### config.mk
export PLATFORM = sky130hd
export DESIGN_NAME = jg3_round_ctrl_flat
export DESIGN_NICKNAME = d
export VERILOG_FILES = /design/src/rtl/jg3_round_ctrl_if.sv /design/src/rtl/jg3_round_ctrl.sv /design/src/flat_wrapper.sv
export SDC_FILE = /design/constraint.sdc
export NUM_CORES = 1
export LEC_CHECK = 0
export ABC_AREA = 1
export BUFFER_PORTS_ARGS = -buffer_cell sky130_fd_sc_hd__buf_4
export CAP_MARGIN = 20
export CORE_MARGIN = 2
export CORE_UTILIZATION = 55
export DETAILED_ROUTE_END_ITERATION = 10
export HOLD_SLACK_MARGIN = 0.02
export PLACE_DENSITY = 0.82
export SLEW_MARGIN = 20
export SYNTH_ARGS = -nofsm -noshare
export SYNTH_HDL_FRONTEND = slang
export SYNTH_SLANG_ARGS = --single-unit
### constraint.sdc
create_clock -name clk -period 2.15 [get_ports clk]
set_clock_uncertainty 0.05 [all_clocks]
set_input_delay 0.215 -clock clk [delete_from_list [all_inputs] [get_ports clk]]
set_output_delay 0.215 -clock clk [all_outputs]
set_load 0.1 [all_outputs]
### src/rtl/jg3_round_ctrl_if.sv
// rtl/jg3_round_ctrl_if.sv - vote/result bundle between the judge panel and the round controller
interface jg3_round_ctrl_if #(
   parameter int CNT_W = 8
);
   logic             start;
   logic             vote_a;
   logic             vote_b;
   logic             vote_c;
   logic             busy;
   logic [2:0]       ABC;
   logic             X;
   logic             Y;
   logic             done;
   logic [CNT_W-1:0] pass_cnt;
   logic [CNT_W-1:0] reject_cnt;

   modport master (
      output start, vote_a, vote_b, vote_c,
      input  busy, ABC, X, Y, done, pass_cnt, reject_cnt
   );

   modport slave (
      input  start, vote_a, vote_b, vote_c,
      output busy, ABC, X, Y, done, pass_cnt, reject_cnt
   );
endinterface

### src/rtl/jg3_round_ctrl.sv
// rtl/jg3_round_ctrl.sv - three-judge round controller: timed vote window, classification, saturating tallies
module jg3_round_ctrl #(
   parameter int WINDOW = 8,
   parameter int CNT_W  = 8
) (
   input  logic             clk,
   input  logic             rst,
   jg3_round_ctrl_if.slave  bus
);
   localparam logic [1:0] S_IDLE = 2'd0;
   localparam logic [1:0] S_VOTE = 2'd1;
   localparam logic [1:0] S_EVAL = 2'd2;

   localparam logic [7:0]       TIMER_LOAD = 8'(WINDOW - 1);
   localparam logic [CNT_W-1:0] CNT_MAX    = '1;

   logic [1:0]       state;
   logic [7:0]       timer;
   logic [2:0]       abc;
   logic             x;
   logic             y;
   logic             done;
   logic             busy;
   logic [CNT_W-1:0] pass_cnt;
   logic [CNT_W-1:0] reject_cnt;

   logic [2:0]       votes;
   logic             new_x;
   logic             new_y;

   assign votes = {bus.vote_a, bus.vote_b, bus.vote_c};
   assign new_x = abc[2];
   assign new_y = (abc == 3'b000);

   always_ff @(posedge clk) begin
      if (rst) begin
         state      <= S_IDLE;
         timer      <= 8'd0;
         abc        <= 3'b000;
         x          <= 1'b0;
         y          <= 1'b0;
         done       <= 1'b0;
         busy       <= 1'b0;
         pass_cnt   <= '0;
         reject_cnt <= '0;
      end else begin
         done <= 1'b0;
         case (state)
            S_IDLE: begin
               if (bus.start) begin
                  state <= S_VOTE;
                  busy  <= 1'b1;
                  abc   <= 3'b000;
                  timer <= TIMER_LOAD;
               end
            end
            S_VOTE: begin
               // The timer==0 edge still contributes its votes before leaving VOTE.
               abc <= abc | votes;
               if (timer == 8'd0) begin
                  state <= S_EVAL;
               end else begin
                  timer <= timer - 8'd1;
               end
            end
            S_EVAL: begin
               state <= S_IDLE;
               busy  <= 1'b0;
               x     <= new_x;
               y     <= new_y;
               done  <= 1'b1;
               if (new_x && (pass_cnt != CNT_MAX)) begin
                  pass_cnt <= pass_cnt + 1'b1;
               end
               if (new_y && (reject_cnt != CNT_MAX)) begin
                  reject_cnt <= reject_cnt + 1'b1;
               end
            end
            default: begin
               state <= S_IDLE;
               busy  <= 1'b0;
            end
         endcase
      end
   end

   assign bus.busy       = busy;
   assign bus.ABC        = abc;
   assign bus.X          = x;
   assign bus.Y          = y;
   assign bus.done       = done;
   assign bus.pass_cnt   = pass_cnt;
   assign bus.reject_cnt = reject_cnt;
endmodule

### src/flat_wrapper.sv
// flat-port wrapper written by rule: the top's interface ports become plain ports
module jg3_round_ctrl_flat 
#(
   parameter int WINDOW = 8,
   parameter int CNT_W  = 8
)
  (clk, rst, bus_start, bus_vote_a, bus_vote_b, bus_vote_c, bus_busy, bus_ABC, bus_X, bus_Y, bus_done, bus_pass_cnt, bus_reject_cnt);
  jg3_round_ctrl_if #(.CNT_W(CNT_W)) bus_i ();
  input  logic clk;
  input  logic rst;
  input wire logic [$bits(bus_i.start)-1:0] bus_start;
  input wire logic [$bits(bus_i.vote_a)-1:0] bus_vote_a;
  input wire logic [$bits(bus_i.vote_b)-1:0] bus_vote_b;
  input wire logic [$bits(bus_i.vote_c)-1:0] bus_vote_c;
  output wire logic [$bits(bus_i.busy)-1:0] bus_busy;
  output wire logic [$bits(bus_i.ABC)-1:0] bus_ABC;
  output wire logic [$bits(bus_i.X)-1:0] bus_X;
  output wire logic [$bits(bus_i.Y)-1:0] bus_Y;
  output wire logic [$bits(bus_i.done)-1:0] bus_done;
  output wire logic [$bits(bus_i.pass_cnt)-1:0] bus_pass_cnt;
  output wire logic [$bits(bus_i.reject_cnt)-1:0] bus_reject_cnt;
  assign bus_i.start = bus_start;
  assign bus_i.vote_a = bus_vote_a;
  assign bus_i.vote_b = bus_vote_b;
  assign bus_i.vote_c = bus_vote_c;
  assign bus_busy = bus_i.busy;
  assign bus_ABC = bus_i.ABC;
  assign bus_X = bus_i.X;
  assign bus_Y = bus_i.Y;
  assign bus_done = bus_i.done;
  assign bus_pass_cnt = bus_i.pass_cnt;
  assign bus_reject_cnt = bus_i.reject_cnt;
  jg3_round_ctrl #(.WINDOW(WINDOW), .CNT_W(CNT_W)) u_core (.clk(clk), .rst(rst), .bus(bus_i));
endmodule
==> reports/metrics.cfg, run 1 <==
[placed_design]
hpwl_um=2540
io_buffers=28
place.gp.congestion=0.948

[yosys]
synth_top_area_frac=0.390
synthMuxAreaShare=0
netlist_area_um2=1700
yosysWarnings=0
synth_top_family_by_area=simple AND/OR/NAND/NOR gates
synth_nets=251
synth.distinct_cells=26
synthXorXnorAreaFrac=0.0465
synthArstFlopShare=0
synth-compound-area-share=0.111
avgSynthCellArea_um2=7.03
synth_edf_count=0
yosys-top-cells-area=dfxtp_1, nand2_1, nor2_1, inv_1, a21oi_1
synth_ff_type=dfxtp_1
ys_ff_latch=33
yosys-top-cells-count=nand2_1, nor2_1, dfxtp_1
synthAdderAreaFrac=0.0295
ys_seq_area_frac=0.390
synth.most_common_cell=nand2_1
yosys.area_share.simple=0.349
synth_top_area_cell=dfxtp_1
synthCells=241

[critical_path]
r2r_end=u_core.timer[7]
critPathKind=reg -> reg
cp-start-kind=register
cp_max_fo=7
cp.arrival_ns=1.72
cp.required_ns=2.33
reg2reg_from=u_core.timer[0]
ff2ff_setup_slack_ns=0.61
reg2reg_depth=8
crit_path_end_kind=register

[die]
die_w_um=59.5
die_h_um=59.5
fp.dieArea_um2=3540
coreArea_um2=3000
ios=29
start_util=0.565
rows=20

[timing]
drv_slew=0
slew_headroom=0.790
setup_viol=0
fmax_mhz=648
setup_tns_ns=0
fin_hold_ws_ns=0.0634
rsz0062_at_grt=false
final.period_utilization=0.718
min_period_ns=1.54
tightest_slew_ns=0.314
hold_violations=0

[clocking]
ctsHoldBuffers=0
clock_latency_ns=0.35
post_cts_buffers=0
cts_tree=built
htreeDepth=2
ctsResizeCount=0
cts_buffers=5
path_clk_slew_ns=0.11
cts_max_path_buffers=2
cts-root-buf=clkbuf_4
numClockSinks=33

[global_routing]
grt_pass1_wl_um=5580
grt_antenna_before_repair=0
grtUsageMet3=0.0677
grt_busiest_layer=met2
overflow=0
use_met2=0.338
grt_use_met1=0.268
grt_pass1_vias=1269
grt_start_max_net_pins=25
grt_usage=0.212

[power_and_ir_drop]
p_clk_frac=0.328
leakage_nw=0.857
internal_power_mw=1.02
peakVddDrop_uv=536
p_seq_frac=0.441
swShare=0.323
p_sw_uw=486
pwr-share-comb=0.231
p_per_area_nw_per_um2=743

[worst_hold_path]
hold_start=bus_vote_c
min_delay_path_depth=3
hold_end=u_core.bus.ABC[0]
min_path_type=in -> reg

[routing]
ant_nets=0
wire_per_inst_um=11.3
routed_wl_um=3490
drtIter0Drc=90
viasPerCell=5.05
num_vias=1556
drc=0
firstDrtPassIters=4

[cells_and_area]
antennaDiodeCount=0
layout-drive-gt1-share=0.204
layout.area.seq_um2=661
fillers=279
multi_input_area_um2=910
nets=284
syn2layout_area_growth_pct=19.4

[status]
status=complete, no violations

[job]
drv_cap=0

layout by cell type, fill, tap and decap left out, drive strengths merged:
| master | synthesis | routed |
|---|---|---|
| buf | 1 | 28 |
| ha | 4 | 4 |
| nor2 | 41 | 41 |
| bufinv | 0 | 1 |
| nand2 | 69 | 69 |
| clkbuf | 1 | 7 |
| dfxtp | 33 | 33 |
| nor3 | 5 | 5 |
| xor2 | 6 | 6 |
| nor4 | 1 | 1 |
| nand3 | 9 | 9 |
| a21oi | 23 | 23 |
| o21ai | 11 | 11 |
| xnor2 | 3 | 3 |
| nand4 | 4 | 4 |
| inv | 30 | 30 |
power by group through the flow:
stage	Combinational [mW]	Clock [mW]	Sequential (mW)
global placement	0.341	0	0.676
detailed placement	0.347	0	0.678
CTS	0.348	0.501	0.663
global route	0.386	0.526	0.669
floorplan	0.216	0	0.738
finish	0.347	0.494	0.663
layout make-up:
| cell class | count | share of cell area |
|---|---|---|
| multi-input combinational | 176 | 0.449 |
| timing repair buffer | 28 | 0.104 |
| clock buffer | 7 | 0.0272 |
| clock inverter | 1 | 0.0148 |
| sequential | 33 | 0.326 |
| tap | 33 | 0.0204 |
| inverter | 30 | 0.0581 |
layer usage:
metal | up-vias | part of all wire
met2 | 28 | 0.46
met1 | 690 | 0.48
met5 | - | 0
met3 | 5 | 0.041
li1 | 833 | -
met4 | 0 | 0.015
flip-flops by register name (all words and copies together) (netlist names):
register	count
u_core.bus.ABC	3
u_core.bus.X	1
u_core.bus.Y	1
u_core.bus.busy	1
u_core.bus.done	1
u_core.bus.pass_cnt	8
u_core.bus.reject_cnt	8
u_core.state	2
u_core.timer	8
stage by stage:
step / worst slack, ns / cells / power (mW) / utilization / cell area [um2]
after floorplan: 0.0118 / 241 / 0.955 / - / 1700
after global placement: 0.694 / 300 / 1.02 / 0.646 / 1940
after detailed placement: 0.619 / 300 / 1.02 / 0.646 / 1940
after CTS: 0.599 / 308 / 1.51 / 0.674 / 2020
after global routing: 0.399 / 308 / 1.58 / 0.674 / 2020
final: 0.606 / 308 / 1.50 / 0.674 / 2020
how the worst max path moves through the flow:
| stage | to | startpoint |
|---|---|---|
| 4_1_cts | u_core.timer[7] | u_core.timer[0] |
| 5_1_grt | u_core.timer[3] | u_core.timer[0] |
| 3_5_place_dp | u_core.timer[7] | u_core.timer[0] |
| 3_3_place_gp | u_core.timer[7] | u_core.timer[0] |
| 6_report | u_core.timer[7] | u_core.timer[0] |
| 2_1_floorplan | u_core.bus.reject_cnt[1] | u_core.bus.reject_cnt[1] |
critical path: stages (launching register included):
cell	delay, ns
dfxtp_1	0.35
inv_1	0.11
ha_1	0.21
nand3_1	0.14
nor2_4	0.07
o21ai_2	0.28
nor2_1	0.07
nor2_1	0.11
nor2_1	0.04
logic make-up after synthesis:
family	count (synthesis)
AND/OR/NAND/NOR	129
AO/OA/AOI/OAI	34
flip-flops	33
buffers and inverters	32
XOR/XNOR	9
adder cells (fa/ha/maj)	4
Note: power is estimated with default switching activity, not from simulation.
==> inputs of run 2 (changes only) <==
==> constraint.sdc (replaced) <==
create_clock -name clk -period 1.61 [get_ports clk]
set_clock_uncertainty 0.05 [all_clocks]
set_input_delay 0.161 -clock clk [delete_from_list [all_inputs] [get_ports clk]]
set_output_delay 0.161 -clock clk [all_outputs]
set_load 0.1 [all_outputs]
==> run 2 against run 1 <==
  * Sequential share of layout area up 0.19 points
  * Setup slack worse by 0.43 ns
  * Worst hold slack better by 0.061 ns
  * Critical path depth up 1
  * Core utilization up 3.0 points
  * Fmax up 7.4%
  * Via count up 0.45%
==> reports/metrics.cfg, run 2 (synthesis results as in run 1) <==
[status]
status=complete, no violations

[timing]
setup_viol=0
hold_violations=0
fin_hold_ws_ns=0.125
setup_tns_ns=0
fmax_mhz=695
slew_headroom=0.808
final.period_utilization=0.893
drv_slew=0
setup_slack_ns=0.172
tightest_slew_ns=0.287
rsz0062_at_grt=false
min_period_ns=1.44

[worst_hold_path]
min_path_type=in -> reg

[placed_design]
place_inst=301
place_worst_setup_slack_ns=0.0852
detailed_place.area_um2=1980
hpwl_um=2550
io_buffers=28
place.gp.congestion=0.825

[die]
rows=20
ios=29
start_util=0.565
fp.dieArea_um2=3540
coreArea_um2=3000
die_h_um=59.5
die_w_um=59.5

[power_and_ir_drop]
leakage_nw=0.894
finalPower_mw=2.08
p_seq_frac=0.424
pwr-share-comb=0.234
p_sw_uw=666
p_per_area_nw_per_um2=983
peakVddDrop_uv=624
p_clk_frac=0.342
swShare=0.320
internal_power_mw=1.41

[clocking]
htreeDepth=2
clock_latency_ns=0.34
path_clk_slew_ns=0.11
numClockSinks=33
cts-root-buf=clkbuf_4
post_cts_buffers=0
cts_buffers=5
cts_max_path_buffers=2
cts_tree=built

[routing]
firstDrtPassIters=4
drtIter0Drc=72
wire_per_inst_um=11.5
num_vias=1563
ant_nets=0
routed_wl_um=3600
viasPerCell=5.01
drc=0

[cells_and_area]
layout-drive-gt1-share=0.280
layout.cells.most_common=nand2_1
nets=288
final_area_um2=2120
antennaDiodeCount=0
utilization=0.705
syn2layout_area_growth_pct=24.8
reg_top3=u_core.bus.pass_cnt (8), u_core.bus.reject_cnt (8), u_core.timer (8)
layout_common_cells=nand2_1, nor2_1, buf_4, inv_1, a21oi_1
fin_cells=312

[critical_path]
cp.arrival_ns=1.62
cp-start-kind=register
worstPathCellList=inv_1 -> ha_1 -> nand3_1 -> nor2_4 -> nor2_4 -> nor2_8 -> nor2_1 -> nor2_1 -> nor2_1
critPathMostFrequentCell=nor2_1
critPathKind=reg -> reg
cp.required_ns=1.79
path_buf_inv=1
cp_slowest_cell=dfxtp_1
max_stage_delay_ns=0.32
cp_max_fo=8
crit_path_end_kind=register
crit_family=simple AND/OR/NAND/NOR gates

[global_routing]
grt_pass1_wl_um=5750
grt_antenna_before_repair=0
grt_pass1_vias=1377
grt_usage=0.215
overflow=0
grt_start_max_net_pins=25

[job]
drv_cap=0

==> run 2: cell types whose count changed in the layout (fill, tap and decap cells not counted), sizes merged <==
cell	delta
clkbuf	-1
dlygate4sd3	+3
clkinv	+1
buf	+1
==> run 2: power groups by stage <==
stage               clock [mW]  combinational [mW]  sequential, mW
global placement             0               0.466           0.899
detailed placement           0               0.471           0.901
finish                   0.711               0.487           0.882
floorplan                    0               0.289           0.983
CTS                      0.735               0.479           0.882
global route             0.764               0.533           0.888
==> run 2: what timing repair did <==
item	CTS	global route
hold buffers	3	0
resized for setup	0	2
endpoints found under the setup margin	0	7
endpoints found under the hold margin	3	0
==> run 2: path summary, 6_finish.rpt <==
kind | startpoint | end | slack, ns | depth (start not counted)
min reg2reg | u_core.bus.pass_cnt[0] | u_core.bus.pass_cnt[0] | 0.43 | 1
max | u_core.timer[1] | u_core.timer[7] | 0.17 | 9
min | rst | u_core.bus.done | 0.12 | 2
max reg2reg | u_core.timer[1] | u_core.timer[7] | 0.17 | 9
==> run 2: area by class of cell <==
cell class / count / area [um2]
Clock inverter: 2 / 35.0
Clock buffer: 6 / 62.6
Fill cell: 289 / 887
Tap cell: 33 / 41.3
Inverter: 30 / 118
Timing Repair Buffer: 32 / 248
Sequential cell: 33 / 694
Multi-Input combinational cell: 176 / 917
==> run 2: per-layer routing <==
metal / wire, um / part of all wire / GRT usage / vias up
met1: 1680 / 0.47 / 0.255 / 692
li1: - / - / - / 835
met5: 0 / 0 / 0 / -
met3: 150 / 0.042 / 0.0699 / 7
met4: 64 / 0.018 / 0.0762 / 0
met2: 1710 / 0.47 / 0.363 / 29
==> run 2: worst register-to-register path, cell delays in order (launching register included) <==
cell and delay, ns:
dfxtp_1 0.32, inv_1 0.11, ha_1 0.16, nand3_1 0.13
nor2_4 0.18, nor2_4 0.07, nor2_8 0.13, nor2_1 0.06
nor2_1 0.08, nor2_1 0.04
==> inputs of run 3 (changes only) <==
--- a/config.mk
+++ b/config.mk
@@ -8,12 +8,14 @@
 export ABC_AREA = 1
 export BUFFER_PORTS_ARGS = -buffer_cell sky130_fd_sc_hd__buf_4
 export CAP_MARGIN = 20
+export CELL_PAD_IN_SITES_DETAIL_PLACEMENT = 0
+export CELL_PAD_IN_SITES_GLOBAL_PLACEMENT = 1
 export CORE_MARGIN = 2
-export CORE_UTILIZATION = 55
+export CORE_UTILIZATION = 39
 export DETAILED_ROUTE_END_ITERATION = 10
 export HOLD_SLACK_MARGIN = 0.02
 export PLACE_DENSITY = 0.82
-export SLEW_MARGIN = 20
+export SLEW_MARGIN = 25
 export SYNTH_ARGS = -nofsm -noshare
 export SYNTH_HDL_FRONTEND = slang
 export SYNTH_SLANG_ARGS = --single-unit
==> run 3 against run 2 <==
  * Global-route usage down 6.1 points
  * Largest cell class unchanged
  * Cell count up 4.2%
  * Total power down 6.7%
  * Sequential power about the same
  * Combinational power down 1%
  * Flip-flop and latch count unchanged
  * Setup slack worse by 0.050 ns
  * Non-clock buffer count down 3
  * Via count down 1.3%
  * Fmax down 3.3%
  * Worst hold slack worse by 0.039 ns
  * Clock power down 19%
==> reports/metrics.cfg, run 3 (synthesis results as in run 1) <==
[status]
status=complete, no violations

[clocking]
cts-root-buf=clkbuf_8
cts_tree=built
cts_buffers=5
path_clk_slew_ns=0.07
ctsHoldBuffers=0
htreeDepth=2
clock_latency_ns=0.28
cts_max_path_buffers=2
numClockSinks=33

[cells_and_area]
layout-drive-gt1-share=0.273
reg_top3=u_core.bus.pass_cnt (8), u_core.bus.reject_cnt (8), u_core.timer (8)
antennaDiodeCount=0
nets=285
utilization=0.510
fin_cells=325
syn2layout_area_growth_pct=23.0
final_area_um2=2090
layout.cells.most_common=nand2_1
fillers=419
layout_common_cells=nand2_1, nor2_1, buf_4, inv_1, a21oi_1

[global_routing]
grt_usage=0.153
grt_pass1_wl_um=6110
grt_pass1_vias=1371
grt_start_max_net_pins=25
grt_antenna_before_repair=0
overflow=0

[worst_hold_path]
hold_start=bus_vote_b
min_delay_path_depth=3
min_path_type=in -> reg
hold_end=u_core.bus.ABC[1]

[critical_path]
max_stage_delay_ns=0.31
crit_path_end_kind=register
reg2reg_depth=9
cp_max_fo=8
cp.required_ns=1.72
ff2ff_setup_slack_ns=0.12
critPathMostFrequentCell=nor2_1
worstPathCellList=inv_1 -> ha_1 -> nand3_1 -> nor2_4 -> nor2_4 -> nor2_8 -> nor2_1 -> nor2_1 -> nor2_1
cp.arrival_ns=1.60
critPathKind=reg -> reg
cp-start-kind=register
cp_slowest_cell=dfxtp_1
r2r_end=u_core.timer[7]
reg2reg_from=u_core.timer[1]

[die]
die_w_um=69.9
start_util=0.415
ios=29
coreArea_um2=4090
fp.dieArea_um2=4890
rows=23
die_h_um=69.9

[power_and_ir_drop]
p_per_area_nw_per_um2=931
finalPower_mw=1.94
peakVddDrop_uv=791
leakage_nw=0.867

[placed_design]
hpwl_um=2600
place_inst=318
place.gp.congestion=0.802
place_worst_setup_slack_ns=0.0493
io_buffers=28
detailed_place.area_um2=2000

[timing]
drv_slew=0
setup_tns_ns=0
tightest_slew_ns=0.291
slew_headroom=0.806
setup_viol=0
fin_hold_ws_ns=0.0863
min_period_ns=1.49
final.period_utilization=0.924
hold_violations=0
setup_slack_ns=0.122
rsz0062_at_grt=false
fmax_mhz=672

[routing]
wire_per_inst_um=11.1
routed_wl_um=3610
viasPerCell=4.75
drtIter0Drc=54
drt-met1-wl_um=1810
firstDrtPassIters=4
met2WireLength_um=1590
wl_met3_um=156
ant_nets=0
routed.top_layer=met4
drc=0
num_vias=1543

[job]
drv_cap=0

run 3: cell count changes in the layout (fill, tap and decap cells not counted), sizes merged:
cell,before,now
bufinv,1,0
dlygate4sd3,3,0
run 3: worst max-delay path by stage:
| stage | cells past startpoint | end | from | slack [ns] |
|---|---|---|---|---|
| global route | 9 | u_core.timer[7] | u_core.timer[1] | 0.008 |
| global placement | 8 | u_core.timer[7] | u_core.timer[0] | 0.11 |
| floorplan | 7 | u_core.bus.reject_cnt[3] | u_core.bus.reject_cnt[3] | 0.03 |
| CTS | 8 | u_core.timer[7] | u_core.timer[0] | 0.05 |
| detailed placement | 8 | u_core.timer[7] | u_core.timer[0] | 0.05 |
| finish | 9 | u_core.timer[7] | u_core.timer[1] | 0.12 |
run 3: cell type report:
| cell class | instances | area [um2] | area share |
|---|---|---|---|
| clock buffer | 6 | 72.6 | 0.0348 |
| clock inverter | 1 | 3.75 | 0.00180 |
| inverter | 30 | 118 | 0.0564 |
| multi-input combinational | 176 | 917 | 0.440 |
| sequential | 33 | 694 | 0.333 |
| tap | 50 | 62.6 | 0.0300 |
| timing repair buffer | 29 | 218 | 0.104 |
run 3: worst max-delay path, delay by kind of cell, from the launching register on:
| family | cells | cell delay [ns] |
|---|---|---|
| adders and majority gates | 1 | 0.17 |
| and+or+nand+nor | 7 | 0.73 |
| buffers and inverters | 1 | 0.11 |
| DFF | 1 | 0.31 |
run 3: repair_timing:
item	in CTS	in global routing
buffers inserted	0	0
resized for setup	0	2
endpoints found under the setup margin	0	5
run 3: routing by layer:
layer,global-route usage,vias to the layer above
li1,-,830
met1,0.202,678
met2,0.242,28
met3,0.0375,7
met4,0.0577,0
met5,0,-
run 3: power breakdown:
group          internal [mW]  total [mW]  switching (mW)
Combinational          0.142       0.482           0.341
Sequential             0.851       0.881          0.0301
Clock                  0.291       0.577           0.286
